[src/rtl/rv_ctrl_decode_pkg.sv]
// Shared encodings and the registered control word for the RV32I control decoder.
package rv_ctrl_pkg;

  localparam logic [6:0] OP_LOAD   = 7'b0000011;
  localparam logic [6:0] OP_STORE  = 7'b0100011;
  localparam logic [6:0] OP_R      = 7'b0110011;
  localparam logic [6:0] OP_BRANCH = 7'b1100011;
  localparam logic [6:0] OP_IALU   = 7'b0010011;
  localparam logic [6:0] OP_JAL    = 7'b1101111;

  localparam logic [2:0] ALU_ADD = 3'b000;
  localparam logic [2:0] ALU_SUB = 3'b001;
  localparam logic [2:0] ALU_AND = 3'b010;
  localparam logic [2:0] ALU_OR  = 3'b011;
  localparam logic [2:0] ALU_SLT = 3'b101;

  localparam logic [1:0] IMM_I = 2'b00;
  localparam logic [1:0] IMM_S = 2'b01;
  localparam logic [1:0] IMM_B = 2'b10;
  localparam logic [1:0] IMM_J = 2'b11;

  localparam logic [1:0] RES_ALU = 2'b00;
  localparam logic [1:0] RES_MEM = 2'b01;
  localparam logic [1:0] RES_PC4 = 2'b10;

  typedef enum logic [1:0] {
    ALUOP_ADD   = 2'b00,
    ALUOP_SUB   = 2'b01,
    ALUOP_FUNCT = 2'b10,
    ALUOP_RSVD  = 2'b11
  } aluop_t;

  // All-zero word doubles as the pipeline bubble.
  typedef struct packed {
    logic [1:0] resultsrc;
    logic       memwrite;
    logic       branch;
    logic       alusrc;
    logic       regwrite;
    logic       jump;
    logic [1:0] immsrc;
    logic [2:0] alucontrol;
    logic       illegal;
  } ctrl_t;

endpackage

[src/rtl/rv_ctrl_decode_alu.sv]
// Combinational ALU-control decoder driven by the main decoder's ALUOp.
import rv_ctrl_pkg::*;

module rv_alu_ctrl_dec (
  input  logic       opb5,
  input  logic [2:0] funct3,
  input  logic       funct7b5,
  input  aluop_t     ALUOp,
  output logic [2:0] ALUControl
);

  always_comb begin
    ALUControl = ALU_ADD;
    case (ALUOp)
      ALUOP_SUB: ALUControl = ALU_SUB;
      ALUOP_FUNCT: begin
        case (funct3)
          // Only R-type with instr[30] subtracts; addi keeps adding.
          3'b000:  ALUControl = (opb5 & funct7b5) ? ALU_SUB : ALU_ADD;
          3'b010:  ALUControl = ALU_SLT;
          3'b110:  ALUControl = ALU_OR;
          3'b111:  ALUControl = ALU_AND;
          default: ALUControl = ALU_ADD;
        endcase
      end
      default: ALUControl = ALU_ADD;
    endcase
  end

endmodule

[src/rtl/rv_ctrl_decode.sv]
// RV32I main decoder plus ALU decoder, registered at the ID/EX boundary.
import rv_ctrl_pkg::*;

module rv_ctrl_decode (
  input  logic       clk,
  input  logic       reset_n,
  input  logic       en,
  input  logic       flush,
  input  logic [6:0] op,
  input  logic [2:0] funct3,
  input  logic       funct7b5,
  output logic [1:0] ResultSrc,
  output logic       MemWrite,
  output logic       Branch,
  output logic       ALUSrc,
  output logic       RegWrite,
  output logic       Jump,
  output logic [1:0] ImmSrc,
  output logic [2:0] ALUControl,
  output logic       Illegal
);

  ctrl_t      dec;
  ctrl_t      nxt;
  ctrl_t      q;
  aluop_t     aluop;
  logic [2:0] aluctrl;

  always_comb begin
    dec   = '0;
    aluop = ALUOP_ADD;
    case (op)
      OP_LOAD: begin
        dec.regwrite  = 1'b1;
        dec.immsrc    = IMM_I;
        dec.alusrc    = 1'b1;
        dec.resultsrc = RES_MEM;
      end
      OP_STORE: begin
        dec.immsrc   = IMM_S;
        dec.alusrc   = 1'b1;
        dec.memwrite = 1'b1;
      end
      OP_R: begin
        dec.regwrite = 1'b1;
        aluop        = ALUOP_FUNCT;
      end
      OP_BRANCH: begin
        dec.immsrc = IMM_B;
        dec.branch = 1'b1;
        aluop      = ALUOP_SUB;
      end
      OP_IALU: begin
        dec.regwrite = 1'b1;
        dec.immsrc   = IMM_I;
        dec.alusrc   = 1'b1;
        aluop        = ALUOP_FUNCT;
      end
      OP_JAL: begin
        dec.regwrite  = 1'b1;
        dec.immsrc    = IMM_J;
        dec.resultsrc = RES_PC4;
        dec.jump      = 1'b1;
      end
      default: dec.illegal = 1'b1;
    endcase
  end

  rv_alu_ctrl_dec u_alu_dec (
    .opb5       (op[5]),
    .funct3     (funct3),
    .funct7b5   (funct7b5),
    .ALUOp      (aluop),
    .ALUControl (aluctrl)
  );

  always_comb begin
    nxt            = dec;
    nxt.alucontrol = aluctrl;
  end

  // Flush beats stall so a bubble can be inserted into a held stage.
  always_ff @(posedge clk or negedge reset_n) begin
    if (!reset_n)
      q <= '0;
    else if (flush)
      q <= '0;
    else if (en)
      q <= nxt;
  end

  assign ResultSrc  = q.resultsrc;
  assign MemWrite   = q.memwrite;
  assign Branch     = q.branch;
  assign ALUSrc     = q.alusrc;
  assign RegWrite   = q.regwrite;
  assign Jump       = q.jump;
  assign ImmSrc     = q.immsrc;
  assign ALUControl = q.alucontrol;
  assign Illegal    = q.illegal;

endmodule

[config.mk]
export PLATFORM = sky130hd
export DESIGN_NAME = rv_ctrl_decode
export DESIGN_NICKNAME = d
export VERILOG_FILES = /design/src/rtl/rv_ctrl_decode_pkg.sv /design/src/rtl/rv_ctrl_decode_alu.sv /design/src/rtl/rv_ctrl_decode.sv
export SDC_FILE = /design/constraint.sdc
export NUM_CORES = 1
export LEC_CHECK = 0
export ABC_CLOCK_PERIOD_IN_PS = 1550
export CAP_MARGIN = 0
export CORE_MARGIN = 1.5
export CORE_UTILIZATION = 45
export DETAILED_ROUTE_END_ITERATION = 8
export GPL_ROUTABILITY_DRIVEN = 0
export PLACE_DENSITY = 0.82
export RECOVER_POWER = 50
export SYNTH_ARGS = -nofsm -noshare
export SYNTH_HDL_FRONTEND = slang
export SYNTH_HIERARCHICAL = 1
export SYNTH_SLANG_ARGS = --single-unit
[constraint.sdc]
create_clock -name clk -period 1.55 [get_ports clk]
set_input_delay 0.31 -clock clk [delete_from_list [all_inputs] [get_ports clk]]
set_output_delay 0.31 -clock clk [all_outputs]
set_load 0.1 [all_outputs]
==> Yosys cells after proc, flatten, opt, wreduce, memory -nomap -nowiden <==
Index checks and enable logic that the tools add are counted.
{ "word_totals": {"ramBits": 0, "in_bits": 15, "output_inout_bits": 13, "ff_bits": 13, "mem_count": 0, "latchBits": 0, "mem_bits_ro": 0} }
{ "op_classes": {"bitwise_logic": 1, "magnitude_cmp": 0, "n_reduce_logical": 6, "n_mux": 14, "shifts": 0, "n_eq_ne": 11, "n_mul": 0, "n_addsub": 0, "div": 0} }
{ "op_table": {"columns": ["operator", "n"], "rows": [
  ["2-to-1 mux 13 bit", 2],
  ["== test 7 x 6 -> 1 bit, second input constant", 2],
  ["== test 7 bit, second input constant", 2],
  ["case mux 3 bit (4 select lines)", 1],
  ["case mux 2 bit (2 select lines)", 2],
  ["== test 7 x 2 -> 1 bit, second input constant", 1],
  ["== test 7 x 5 -> 1 bit, second input constant", 1],
  ["2-to-1 mux 1 bit", 7],
  ["== test 3 bit, second input constant", 2],
  ["case mux 2 bit (3 select lines)", 1],
  ["case mux 3 bit (2 select lines)", 1],
  ["OR reduction 6 bit", 1],
  ["OR reduction 4 bit", 1],
  ["== test 3 x 2 -> 1 bit, second input constant", 1],
  ["zero test 3 bit", 1],
  ["OR reduction 3 bit", 1],
  ["== test 2 x 1 -> 1 bit, second input constant", 1],
  ["== test 2 bit, second input constant", 1],
  ["nonzero test 2 bit", 1],
  ["OR reduction 2 bit", 1],
  ["AND 1 bit", 1]
]} }

==> Depth between registers and ports, before layout <==
{ "depth": {"word_depth": 7, "ltp_mapped": 9} }

==> Hierarchy <==
The synthesis kept the hierarchy.
{ "by_module_without_submodules": {"columns": ["mod", "area_per_inst_um2", "n_inst", "cells_per_inst"], "rows": [
  ["rv_ctrl_decode", 625.6, 1, 61],
  ["rv_alu_ctrl_dec", 96.3, 1, 11]
]} }

==> Least setup slack after synthesis <==
OpenSTA, ideal clock, no wires.
{ "synth_path": {"path_kind": "input to register", "startpoint": "input op[4]", "endpoint": "register q (netlist bit ALUControl[2])", "path_slack_ns": -0.248, "t_arrival_ns": 1.724, "setup_time_ns": 0.074, "required_time_ns": 1.476, "path_stages": 8, "path_cell_list": "and4b_1 -> clkbuf_1 -> and3_2 -> inv_1 -> ha_1 -> nor4b_1 -> mux2i_1 -> nor2_1"} }
{ "synth_via": {"elab_chain_len": 7} }
{ "synth_lines": {"columns": ["element", "line", "source"], "rows": [
  ["start: declaration", "rv_ctrl_decode.sv:9", "input logic [6:0] op,"],
  ["== test 7 x 5 -> 1 bit or == test 7 x 6 -> 1 bit (tied branches)", "rv_ctrl_decode.sv:32", "case (op)"],
  ["OR reduction 2 bit (no source line)", null, null],
  ["case mux 2 bit (2 select lines) *", "rv_ctrl_decode.sv:32", null],
  ["via aluop[0]", "rv_ctrl_decode.sv:26", "aluop_t aluop;"],
  ["== test 2 bit or == test 2 x 1 -> 1 bit (tied branches)", "rv_ctrl_decode_alu.sv:14", "case (ALUOp)"],
  ["case mux 3 bit (2 select lines) *", "rv_ctrl_decode_alu.sv:14", null],
  ["via aluctrl[2]", "rv_ctrl_decode.sv:27", "logic [2:0] aluctrl;"],
  ["2-to-1 mux 13 bit *", "rv_ctrl_decode.sv:88", "else if (en)"],
  ["2-to-1 mux 13 bit *", "rv_ctrl_decode.sv:86", "else if (flush)"],
  ["end signal: assignment", "rv_ctrl_decode.sv:89", "q <= nxt;"],
  ["end: declaration", "rv_ctrl_decode.sv:25", "ctrl_t q;"]
]} }
The timed path passes the listed nets; every way through them passes the cells marked *. The select of a mux whose other input is x is not followed.
A chain may end at the register's enable or synchronous reset.

==> Worst setup path in the final report <==
{ "layout_path": {"startpoint": "input op[6]", "endpoint": "register q (netlist bit ALUControl[2])"} }
The elaborated chain is that of the path after synthesis.

==> summary.txt <==
Status
  – Outcome: finished with violations
  – Failing checks: negative setup slack

Place
  – Port Buf Inserts: 27
  – Dpl cells: 129
  – DP HPWL: 1660 um
  – Pre-CTS WS: -0.631 ns

Global route
  – First-pass GRT wire length: 4070 um
  – Gr busiest metal: met2
  – Pin count of the biggest net entering global routing: 14
  – Initial antenna violation count: 0
  – Met3 Use GR: roughly 5.5%
  – Total gr overflow: 0
  – Met2 usage: a little over half
  – Gr usage total: a little under a third
  – GR Util met1: a little over a third
  – Vias in the first global route: about 860

Timing
  – Min Hold Slack: 0.380 ns
  – Min Clock Period, post-route: 1.58 ns
  – Worst slew pin tran: approximately 0.74 ns
  – Fin crit share: 102%
  – Rel. slew slack: 50.4%
  – Slew Limit Fails: 0
  – Final WS setup: -0.0295 ns
  – Clock skew: 0 ns
  – Peak Freq: roughly 630 MHz
  – Setup violations, final: 1
  – Endpoints failing hold: 0

Critical path
  – Critical path endpoint category: register
  – Reg2Reg Depth: 3
  – CP Launch Type: input port
  – Worst Setup SP: op[6]
  – CP Class: in2reg
  – Worst-path fanout max: 2
  – R2r startpoint: ImmSrc[0]$_DFFE_PN0P_
  – Req. time, crit path: approximately 1.8 ns
  – Critical path data arrival time: 1.81 ns

Synth
  – Post-Synthesis Cell Area: between 700 and 800 um2
  – Synthesized flop and latch total: 13
  – Ys async rst share: 100%
  – YS warnings: 6
  – Top FF cell, synth: dfrtp_1
  – Seq/Total Area, Yosys: between 40 and 50%
  – Synthesized net count: between 80 and 90
  – Mapped Cells: just over 70
  – Post-synth EDFFs: 0
  – Synth unique cells: 28
  – Syn Area/Cell: about 10 um2

Min path
  – Hold Path Origin: op[2]
  – Worst Hold Class: in2reg
  – Cells on Worst Hold Path: 3

Routing
  – Drt via density: between 6 and 7
  – Antenna Violating Nets Remaining: 0
  – Initial DRC Count: 34
  – Pre-Repair DR Iteration Count: 4
  – Via Count: 849
  – Final WL: ~3000 um
  – Drt drc: 0
  – WL per Instance: around 22 um

Die
  – Core box area: about 1500 um2
  – DIE HEIGHT: between 40 and 50 um
  – I/O Pins: 28
  – Row cnt: 14
  – Initial core utilization: between 40% and 50%
  – Die Footprint: about 1900 um2
  – Die width: roughly 43 um

Clock network
  – Worst-Skew Late Latency: 0.29 ns
  – Number of buffers created by CTS: 3
  – CTS clock-pin slew for the worst setup and hold paths: 0.09 ns
  – Clock sinks: 13
  – Root buffer cell: clkbuf_4
  – Hold-fix buffers, CTS: 0
  – CTS max path bufs: 2
  – H-tree depth: 1
  – CTS tree: yes

Cells and area
  – Register area: about 330 um2
  – Filler-free cell count of the finished design: 138
  – ANT cells: 0
  – Multi-input logic area: 449 um2
  – Share of cells above drive strength 1: between 40% and 50%
  – Fillers: around 60
  – Layout net count: 140
  – Layout area overhead: 80.2%

Pwr
  – PwrDens: 578 nW/um2
  – VDD IR-drop max: roughly 600 uV
  – Leakage dissipation: 0.603 nW

Flow run
  – Max Cap Viol: 0
per-layer routing:
layer	vias to the layer above	wire length (um)
li1	358	-
met1	407	1050
met2	63	1550
met3	21	208
met4	0	183
met5	-	0
stage by stage:
stage | total power, mW | instance area, um2 | util, % | setup TNS [ns]
final | 0.752 | 1300 | 86.4 | -0.0295
after global routing | 0.764 | 1300 | 86.4 | -0.0853
after CTS | 0.730 | 1370 | 91.2 | 0
after detailed placement | 0.508 | 1280 | 85.0 | -2.62
after global placement | 0.503 | 1280 | 85.0 | -2.21
after floorplan | 0.407 | 746 | - | -0.157
cell usage in the layout, fill, tap and decap left out, types with 2 or more instances in the layout:
cell type / n
a21oi_1: 4
a32o_1: 2
buf_12: 8
buf_2: 6
buf_4: 18
buf_6: 4
clkbuf_1: 2
clkbuf_2: 4
clkbuf_4: 3
clkdlybuf4s50_1: 6
dfrtp_1: 13
ha_4: 2
inv_2: 2
mux2i_1: 3
nand2_1: 7
nand2b_1: 3
nand4_1: 2
nor2_1: 5
nor2b_1: 4
o21ai_0: 2
logic make-up (layout without fill, tap and decap cells):
| logic type | count (synthesis) | after routing | share of synthesized area (%) |
|---|---|---|---|
| AO/OA/AOI/OAI | 11 | 11 | 12.3 |
| adder cells (fa/ha/maj) | 2 | 2 | 3.47 |
| buffers and inverters | 6 | 56 | 3.29 |
| flip-flops | 13 | 13 | 45.1 |
| multiplexers | 3 | 3 | 4.16 |
| AND/OR/NAND/NOR | 37 | 37 | 31.7 |
worst paths after layout:
| check | endpoint | slack (ns) |
|---|---|---|
| min | RegWrite$_DFFE_PN0P_ | 0.38 |
| max in group asynchronous | Branch$_DFFE_PN0P_ | 0.50 |
| max reg2reg | ImmSrc[0]$_DFFE_PN0P_ | 0.69 |
| min reg2reg | ResultSrc[1]$_DFFE_PN0P_ | 0.48 |
| min in group asynchronous | ResultSrc[1]$_DFFE_PN0P_ | 0.58 |
| max | ALUControl[2]$_DFFE_PN0P_ | -0.03 |
synthesized netlist by cell type, types with 2 or more instances:
| master | instances | area share (%) |
|---|---|---|
| nor4b_1 | 2 | 2.4 |
| dfrtp_1 | 13 | 45 |
| nor2_1 | 7 | 3.6 |
| ha_1 | 2 | 3.5 |
| clkbuf_1 | 2 | 1.0 |
| inv_1 | 3 | 1.6 |
| nand2b_1 | 3 | 2.6 |
| nor2b_1 | 4 | 3.5 |
| o21ai_0 | 2 | 1.4 |
| nand4_1 | 2 | 1.7 |
| nand2_1 | 8 | 4.2 |
| a32o_1 | 2 | 2.8 |
| and2_1 | 2 | 1.7 |
| a21oi_1 | 4 | 2.8 |
| mux2i_1 | 3 | 4.2 |
report_power, final:
| group | internal [mW] | switching, mW | total, mW |
|---|---|---|---|
| sequential | 0.342 | 0.00393 | 0.346 |
| clock | 0.0963 | 0.139 | 0.235 |
| combinational | 0.0796 | 0.0920 | 0.172 |
registers in the layout, summed over array words and instances, names as in the netlist:
register	cells
ImmSrc	2
ResultSrc	2
ALUSrc	1
Illegal	1
ALUControl	3
Branch	1
RegWrite	1
Jump	1
MemWrite	1
layout make-up:
cell class	count	share of cell area [%]
inverter	3	0.865
timing repair buffer	49	36.0
tap	16	1.54
sequential	13	25.0
clock buffer	3	1.73
multi-input combinational	53	34.5
clock inverter	1	0.385
worst max-delay path: stages:
cell and delay [ns]:
buf_6 0.10, nor4_4 0.31, and2_4 0.22, ha_4 0.16
nand2b_4 0.07, buf_4 0.14, nor4b_2 0.23, mux2i_1 0.14
nor2_1 0.12
what timing repair did:
action | 4_1_cts | 5_1_grt
pin swaps | 9 | 8
setup endpoints to repair | 4 | 3
resized for setup | 24 | 18
buffers inserted | 3 | 2
Note: power is estimated with default switching activity, not from simulation.
